File: config.mk
export PLATFORM = sky130hd
export DESIGN_NAME = seq_pattern_tx
export DESIGN_NICKNAME = d
export VERILOG_FILES = /design/src/rtl/seq_pkg.sv /design/src/rtl/piso_shreg.sv /design/src/rtl/seq_pattern_tx.sv
export SDC_FILE = /design/constraint.sdc
export NUM_CORES = 1
export LEC_CHECK = 0
export ABC_AREA = 1
export CORE_MARGIN = 4
export CORE_UTILIZATION = 35
export DETAILED_ROUTE_END_ITERATION = 10
export DONT_BUFFER_PORTS = 1
export HOLD_SLACK_MARGIN = 0.02
export PLACE_DENSITY_LB_ADDON = 0.25
export RECOVER_POWER = 25
export SLEW_MARGIN = 20
export SYNTH_ARGS = -nofsm -noshare
export SYNTH_HDL_FRONTEND = slang
export SYNTH_SLANG_ARGS = --single-unit
export TNS_END_PERCENT = 10
File: constraint.sdc
create_clock -name clk -period 1.3 [get_ports clk]
set_input_delay 0.065 -clock clk [delete_from_list [all_inputs] [get_ports clk]]
set_output_delay 0.065 -clock clk [all_outputs]
set_load 0.02 [all_outputs]
File: src/rtl/seq_pkg.sv
// rtl/seq_pkg.sv - shared state encoding and default pattern for the serial pattern family
package seq_pkg;

    typedef enum logic [1:0] {
        IDLE  = 2'd0,
        SHIFT = 2'd1,
        GAP   = 2'd2
    } state_e;

    localparam logic [3:0] SEQ_DEF_PATTERN = 4'b1010;

endpackage

File: src/rtl/piso_shreg.sv
// rtl/piso_shreg.sv - parallel-in serial-out shift register, MSB first
module piso_shreg #(
    parameter int               WIDTH = 4,
    parameter logic [WIDTH-1:0] DEF   = '0
) (
    input  logic             clk,
    input  logic             rst_n,
    input  logic             load,
    input  logic             shift,
    input  logic [WIDTH-1:0] din,
    output logic             msb
);

    logic [WIDTH-1:0] sr;

    // Rotate rather than shift so the captured pattern is restored after WIDTH bits for the next repetition
    always_ff @(posedge clk or negedge rst_n) begin
        if (!rst_n) begin
            sr <= DEF;
        end else if (load) begin
            sr <= din;
        end else if (shift) begin
            sr <= {sr[WIDTH-2:0], sr[WIDTH-1]};
        end
    end

    assign msb = sr[WIDTH-1];

endmodule

File: src/rtl/seq_pattern_tx.sv
// rtl/seq_pattern_tx.sv - serial pattern transmitter with repeat count, idle gaps and stop request
module seq_pattern_tx
    import seq_pkg::*;
#(
    parameter int               WIDTH       = 4,
    parameter int               CNT_W       = 8,
    parameter int               GAP_CYCLES  = 0,
    parameter logic [WIDTH-1:0] DEF_PATTERN = WIDTH'(SEQ_DEF_PATTERN)
) (
    input  logic             clk,
    input  logic             rst_n,
    input  logic             start,
    input  logic [WIDTH-1:0] pat_in,
    input  logic [CNT_W-1:0] rep,
    input  logic             stop,
    output logic             x,
    output logic             bit_valid,
    output logic             busy,
    output logic             done
);

    localparam int IW = $clog2(WIDTH);
    localparam int GW = (GAP_CYCLES > 1) ? $clog2(GAP_CYCLES) : 1;

    state_e           state;
    logic [IW-1:0]    bit_idx;
    logic [GW-1:0]    gap_cnt;
    logic [CNT_W-1:0] rep_cnt;
    logic             stop_flag;
    logic             load;
    logic             shift_en;
    logic             msb;
    logic             stop_now;
    logic             last_rep;

    assign load     = (state == IDLE) && start;
    assign shift_en = (state == SHIFT);
    assign stop_now = stop_flag | stop;
    assign last_rep = (rep_cnt == CNT_W'(1)) || stop_now;

    piso_shreg #(
        .WIDTH (WIDTH),
        .DEF   (DEF_PATTERN)
    ) u_shreg (
        .clk   (clk),
        .rst_n (rst_n),
        .load  (load),
        .shift (shift_en),
        .din   (pat_in),
        .msb   (msb)
    );

    always_ff @(posedge clk or negedge rst_n) begin
        if (!rst_n) begin
            state     <= IDLE;
            bit_idx   <= '0;
            gap_cnt   <= '0;
            rep_cnt   <= '0;
            stop_flag <= 1'b0;
            bit_valid <= 1'b0;
            busy      <= 1'b0;
            done      <= 1'b0;
        end else begin
            done <= 1'b0;
            case (state)
                IDLE: begin
                    if (start) begin
                        rep_cnt   <= rep;
                        bit_idx   <= IW'(WIDTH - 1);
                        state     <= SHIFT;
                        bit_valid <= 1'b1;
                        busy      <= 1'b1;
                    end
                end
                SHIFT: begin
                    stop_flag <= stop_now;
                    if (bit_idx == '0) begin
                        // rep_cnt of zero means continuous, so it is never decremented
                        if (rep_cnt != '0) begin
                            rep_cnt <= rep_cnt - CNT_W'(1);
                        end
                        if (last_rep) begin
                            state     <= IDLE;
                            stop_flag <= 1'b0;
                            bit_valid <= 1'b0;
                            busy      <= 1'b0;
                            done      <= 1'b1;
                        end else if (GAP_CYCLES > 0) begin
                            state     <= GAP;
                            gap_cnt   <= GW'(GAP_CYCLES - 1);
                            bit_valid <= 1'b0;
                        end else begin
                            bit_idx <= IW'(WIDTH - 1);
                        end
                    end else begin
                        bit_idx <= bit_idx - IW'(1);
                    end
                end
                GAP: begin
                    stop_flag <= stop_now;
                    if (gap_cnt == '0) begin
                        if (stop_now) begin
                            state     <= IDLE;
                            stop_flag <= 1'b0;
                            busy      <= 1'b0;
                            done      <= 1'b1;
                        end else begin
                            state     <= SHIFT;
                            bit_idx   <= IW'(WIDTH - 1);
                            bit_valid <= 1'b1;
                        end
                    end else begin
                        gap_cnt <= gap_cnt - GW'(1);
                    end
                end
                default: begin
                    state <= IDLE;
                end
            endcase
        end
    end

    assign x = msb & bit_valid;

endmodule

# After elaboration in Yosys (flattened, before gate mapping)
# Cells that the tools add are included.
dict set report totals {
  reg_bits 21
  input_bits 16
  output_inout_bits 4
  elab_cells 76
}
dict set report classes {
  n_addsub 3
  n_eq_ne 11
  muxes 37
  n_bitwise 2
  n_reduce_logical 14
}
# op count
set ops {}
lappend ops {{$mux 8} 3}
lappend ops {{$mux 2} 9}
lappend ops {{$mux 1} 16}
lappend ops {{$pmux 8 s2} 1}
lappend ops {{$pmux 2 s3} 2}
lappend ops {{$reduce_and 6->1} 2}
lappend ops {{$eq 8x1->1 const B} 1}
lappend ops {{$mux 4} 2}
lappend ops {{$ne 2x2->1 const B} 4}
lappend ops {{$reduce_and 4->1} 2}
lappend ops {{$reduce_bool 8->1} 1}
lappend ops {{$sub 8x1->8 const B} 1}
lappend ops {{$ne 2x1->1 const B} 3}
lappend ops {{$pmux 1 s3} 2}
lappend ops {{$reduce_bool 2->1} 3}
lappend ops {{$reduce_and 5->1} 1}
lappend ops {{$logic_not 2->1} 2}
lappend ops {{$pmux 1 s2} 2}
lappend ops {{$ne 3x3->1 const B} 1}
lappend ops {{$reduce_bool 3->1} 1}
lappend ops {{$eq 2x1->1 const B} 1}
lappend ops {{$eq 2x2->1 const B} 1}
lappend ops {{$sub 2x1->2 const B} 1}
lappend ops {{$and 1x1->1} 1}
lappend ops {{other kinds (4)} 4}

# Logic depth before layout (Yosys ltp)
dict set report depth {
  word_depth 5
  ltp_mapped 9
  mapped_depth_nobuf 8
}

# Cells and area by module
# A second synthesis with hierarchy kept.
dict set report hier_totals {
  hier_cells 151
  area_unflattened_um2 1061.0
}
# module instances cells_per_inst area_per_inst_um2 seq_area_each_um2
set modules_own_cells {}
lappend modules_own_cells {seq_pattern_tx 1 129 880.8 325.3}
lappend modules_own_cells {piso_shreg 1 22 180.2 102.6}

# Least setup slack after synthesis
# Ideal clock, no wire load.
dict set report synth_timing {
  path_type {register to register}
  from {reg, netlist name bit_valid}
  to {reg rep_cnt[7]}
  setup_time_ps 116
  arrival_ps 1145
  path_slack_ps 39
  stages_incl_launch_ff 9
  path_buffers 1
  synth_period_minus_slack_ps 1261
  cell_sequence {dfrtp_1 inv_2 nor2_2 nor2_2 o21ai_2 buf_6 nor2_1 nand2_1 nand2_1}
}
# element line_no
set synth_lines {}
lappend synth_lines {{end signal, assigned} seq_pattern_tx.sv:68} ;# rep_cnt <= rep;
lappend synth_lines {{end signal, assigned} seq_pattern_tx.sv:80} ;# rep_cnt <= rep_cnt - CNT_W'(1);
lappend synth_lines {{end, declared} seq_pattern_tx.sv:28} ;# logic [CNT_W-1:0] rep_cnt;

# Worst setup path in the final report
dict set report layout_timing {
  from {reg rep_cnt[0]}
  to {reg rep_cnt[4]}
}
dict set report layout_between {
  elab_chain_len 4
  word_cells_on_any_way 7
  classes_between {add/sub (1); eq/ne (1); mux (3); reduce/logical (2)}
}
# element line_no
set layout_lines {}
lappend layout_lines {{$sub 8x1->8} seq_pattern_tx.sv:80}
lappend layout_lines {{$mux 8} seq_pattern_tx.sv:79} ;# if (rep_cnt != '0) begin
lappend layout_lines {{$mux 8} seq_pattern_tx.sv:77} ;# if (bit_idx == '0) begin
lappend layout_lines {{$pmux 8 s2} seq_pattern_tx.sv:65} ;# case (state)
# Parallel ways exist; a longest one is shown, timed or not. The select of a mux whose other input is x is not followed.
# A chain may end at the register's enable or synchronous reset.

==> key figures <==
Critical path
  • Family with the most delay on the worst path: simple AND/OR/NAND/NOR gates
  • Crit-path slowest cell: dfrtp_1
  • Most common cell on crit path: nand2_1
  • R2r worst-path depth: 7
  • Reg-to-reg slack, setup: -0.003 ns
  • CP bufs+invs: 1
  • Critical path's largest stage delay: a little over 0.4 ns
  • Reg-to-reg endpoint: rep_cnt[4]
  • Crit path kind: flip-flop to flip-flop
  • Arrival time worst endpoint: ~1.5 ns
  • Critical Path, Cell by Cell: inv_2 -> ha_2 -> nand2_1 -> or2_2 -> nand3_1 -> nand2_1 -> nand2_1
  • CP Launch Type: flip-flop
  • CP endpoint kind: flip-flop
  • Reg2reg start: rep_cnt[0]
  • Critical path fanouts, max: 4
  • CP Data Required Time: about 1.5 ns

Synth
  • Cell variety after synth: 21
  • Mean post-synth cell area: around 7 um2
  • Post-Syn Nets: approximately 170
  • Top post-synthesis cells by area: dfrtp_1, nand2_1, nand3_1
  • Post-Syn Instances: ~150
  • Mapped Area: ~1000 um2
  • Syn. warnings: 0
  • Share of the synthesized area in the top cell type: 36.1%
  • Seq/Total Area, Yosys: about two fifths
  • Yosys top cell by area: dfrtp_1
  • Synthesized flop and latch total: 17

STA
  • Worst slew margin: between 40% and 50%
  • Worst-margin pin slew: slightly below 0.8 ns
  • Fin Clk Skew: 0.00594 ns
  • Fin worst setup slack: -0.00257 ns
  • RSZ-0062 raised after global routing: true
  • Setup TNS: -0.00257 ns
  • Worst hold slack: 0.0460 ns
  • Final hold vios: 0
  • Setup Viol. Count Final: 1
  • Peak Freq: about 770 MHz
  • Final Cycle Share: 100%
  • Max-slew violation count: 0
  • Shortest period the worst path allows: about 1.3 ns

Finish
  • N_diodes: 0
  • Design area: between 1000 and 1500 um2
  • Most common cell after layout, fill and taps aside: nand2_1
  • Layout cell share with drive strength beyond 1: between 30% and 40%
  • Most frequent cells in the layout: nand2_1, buf_4, nor2_1, dlygate4sd3_1
  • Area grow syn2layout: 43.9%
  • Nets@finish: 207

Power
  • Power share of the combinational group: 64.0%
  • Pwr per Cell Area: between 2000 and 2500 nW/um2
  • Internal: between 2 and 2.5 mW
  • Clock power frac: 7.8%
  • P_leak: 0.763 nW
  • Switch Pwr: ~1.7 mW
  • Switching share of power: 44.5%
  • Part of the power in registers: approximately 28%
  • Worst vdd rail ir drop: just over 0.0009 V
  • Pwr Total: around 3.7 mW

Floorplanning
  • Starting Density: 37.0%
  • Rows: 19
  • Core area: 2810 um2
  • DIE WIDTH: about 62 um
  • Die Height: around 62 um
  • Top Ports: 20
  • Die area: between 3000 and 4000 um2

Flow run
  • Max-Cap Viols: 0

CTS
  • Deepest clock path buffer count: 2
  • Clk sinks: 17
  • H-tree Lvls: 1
  • Num CTS Buffers: 3
  • Root Buffer: clkbuf_4
  • CTS tree: built
  • Worst-Skew Late Latency: roughly 0.29 ns
  • Worst-path clk slew: about 0.11 ns

Route
  • Final ANT Viol Nets: 0
  • DR pass1 iterations: 4
  • Via density: slightly below 5
  • DRC violations left: 0
  • Final WL: about 2.5 mm
  • Wire per inst: approximately 12 um
  • Initial DRC Count: between 50 and 60
  • Vias: about 1100

Global route
  • Initial antenna violation count: 0
  • Overflow after GRT: 0
  • Total GRT Usage: a little over an eighth
  • Global-route wire length before repair: between 4 and 5 mm
  • Vias in the first global route: about 1100
  • Largest net degree at the start of global routing: 18

Hold path
  • Hold Path Depth: 4
  • Hold Path Class: input pin to flip-flop
  • Min-Delay Startpoint: start
  • Hold EP: u_shreg.sr[1]

Place
  • I/O Buffers: 0
  • Area after DPL: roughly 1200 um2
  • GP Congestion: between 0.8 and 0.9
  • DP HPWL: 1.68 mm

Outcome
  • Failing checks: negative setup slack
  • Status: finished, violations left
[cell type report]
| cell class | count | area [um2] |
|---|---|---|
| multi-input combinational | 106 | 571 |
| fill | 273 | 1310 |
| clock buffer | 3 | 22.5 |
| timing repair buffer | 39 | 349 |
| sequential | 17 | 430 |
| inverter | 20 | 77.6 |
| tap | 31 | 38.8 |
| clock inverter | 1 | 5.00 |
[cell usage after synthesis (all sizes together)]
library cell	count
dfstp	2
a221o	1
o21ai	9
dfrtp	15
nand3	15
ha	4
a21oi	1
nand2	51
inv	20
buf	4
or2	2
nand4	1
nor2	22
[registers in the layout (all words and copies together) (netlist names)]
signal and count:
rep_cnt 8, u_shreg.sr 4, bit_idx 2, bit_valid 1
done 1, stop_flag 1
[power by group through the flow]
| stage | clock network [mW] | registers, mW | logic (mW) |
|---|---|---|---|
| floorplan | 0 | 1.01 | 1.30 |
| global route | 0.316 | 1.07 | 2.70 |
| global placement | 0 | 1.01 | 1.91 |
| finish | 0.289 | 1.05 | 2.38 |
| CTS | 0.298 | 1.01 | 2.04 |
| detailed placement | 0 | 1.01 | 1.96 |
[metal layers]
layer | vias up | share of wire, % | global-route usage, %
met3 | 6 | 5.8 | 4.50
met5 | - | 0 | 0
met1 | 485 | 41 | 14.2
li1 | 535 | - | -
met2 | 32 | 52 | 24.9
met4 | 0 | 1.7 | 3.58
[logic make-up after synthesis]
group,count (synthesis),synth area share (%)
AND/OR/NAND/NOR,91,37.6
buffers and inverters,24,10.2
flip-flops,17,41.2
AO/OA/AOI/OAI,11,6.14
adder cells (fa/ha/maj),4,4.82
[metrics by stage]
| step | instances | setup slack [ns] | util [%] |
|---|---|---|---|
| 3_5_place_dp | 195 | -0.00755 | 42.9 |
| 3_3_place_gp | 195 | -0.0117 | 42.9 |
| 2_1_floorplan | 147 | 0.0387 | - |
| 5_1_grt | 217 | -0.0724 | 53.3 |
| 4_1_cts | 214 | -0.00957 | 49.5 |
| 6_report | 217 | -0.00257 | 53.3 |
[what timing repair did]
| item | 4_1_cts | 5_1_grt |
|---|---|---|
| pin swaps | 1 | 10 |
| gates resized for setup | 3 | 28 |
| hold buffers | 15 | 0 |
| endpoints found under the setup margin | 8 | 12 |
| hold endpoints to repair | 30 | 0 |
| buffers inserted | 0 | 3 |
[how the worst max path moves through the flow]
| stage | cells after the start | startpoint | slack (ns) | to |
|---|---|---|---|---|
| final | 7 | rep_cnt[0] | -0.003 | rep_cnt[4] |
| after global routing | 7 | rep_cnt[0] | -0.07 | rep_cnt[4] |
| after CTS | 7 | rep_cnt[0] | -0.01 | rep_cnt[3] |
| after detailed placement | 9 | bit_idx[0] | -0.008 | rep_cnt[6] |
| after global placement | 8 | rep_cnt[0] | -0.01 | rep_cnt[7] |
| after floorplan | 8 | bit_valid | 0.04 | rep_cnt[7] |
[worst register-to-register path, delay by kind of cell (launching register included)]
kind          cells  cell delay, ns
fa+ha+maj         1            0.23
buf+inv           1            0.10
flops             1            0.41
simple gates      5            0.52
No activity file was read; power rests on OpenSTA's default activity.
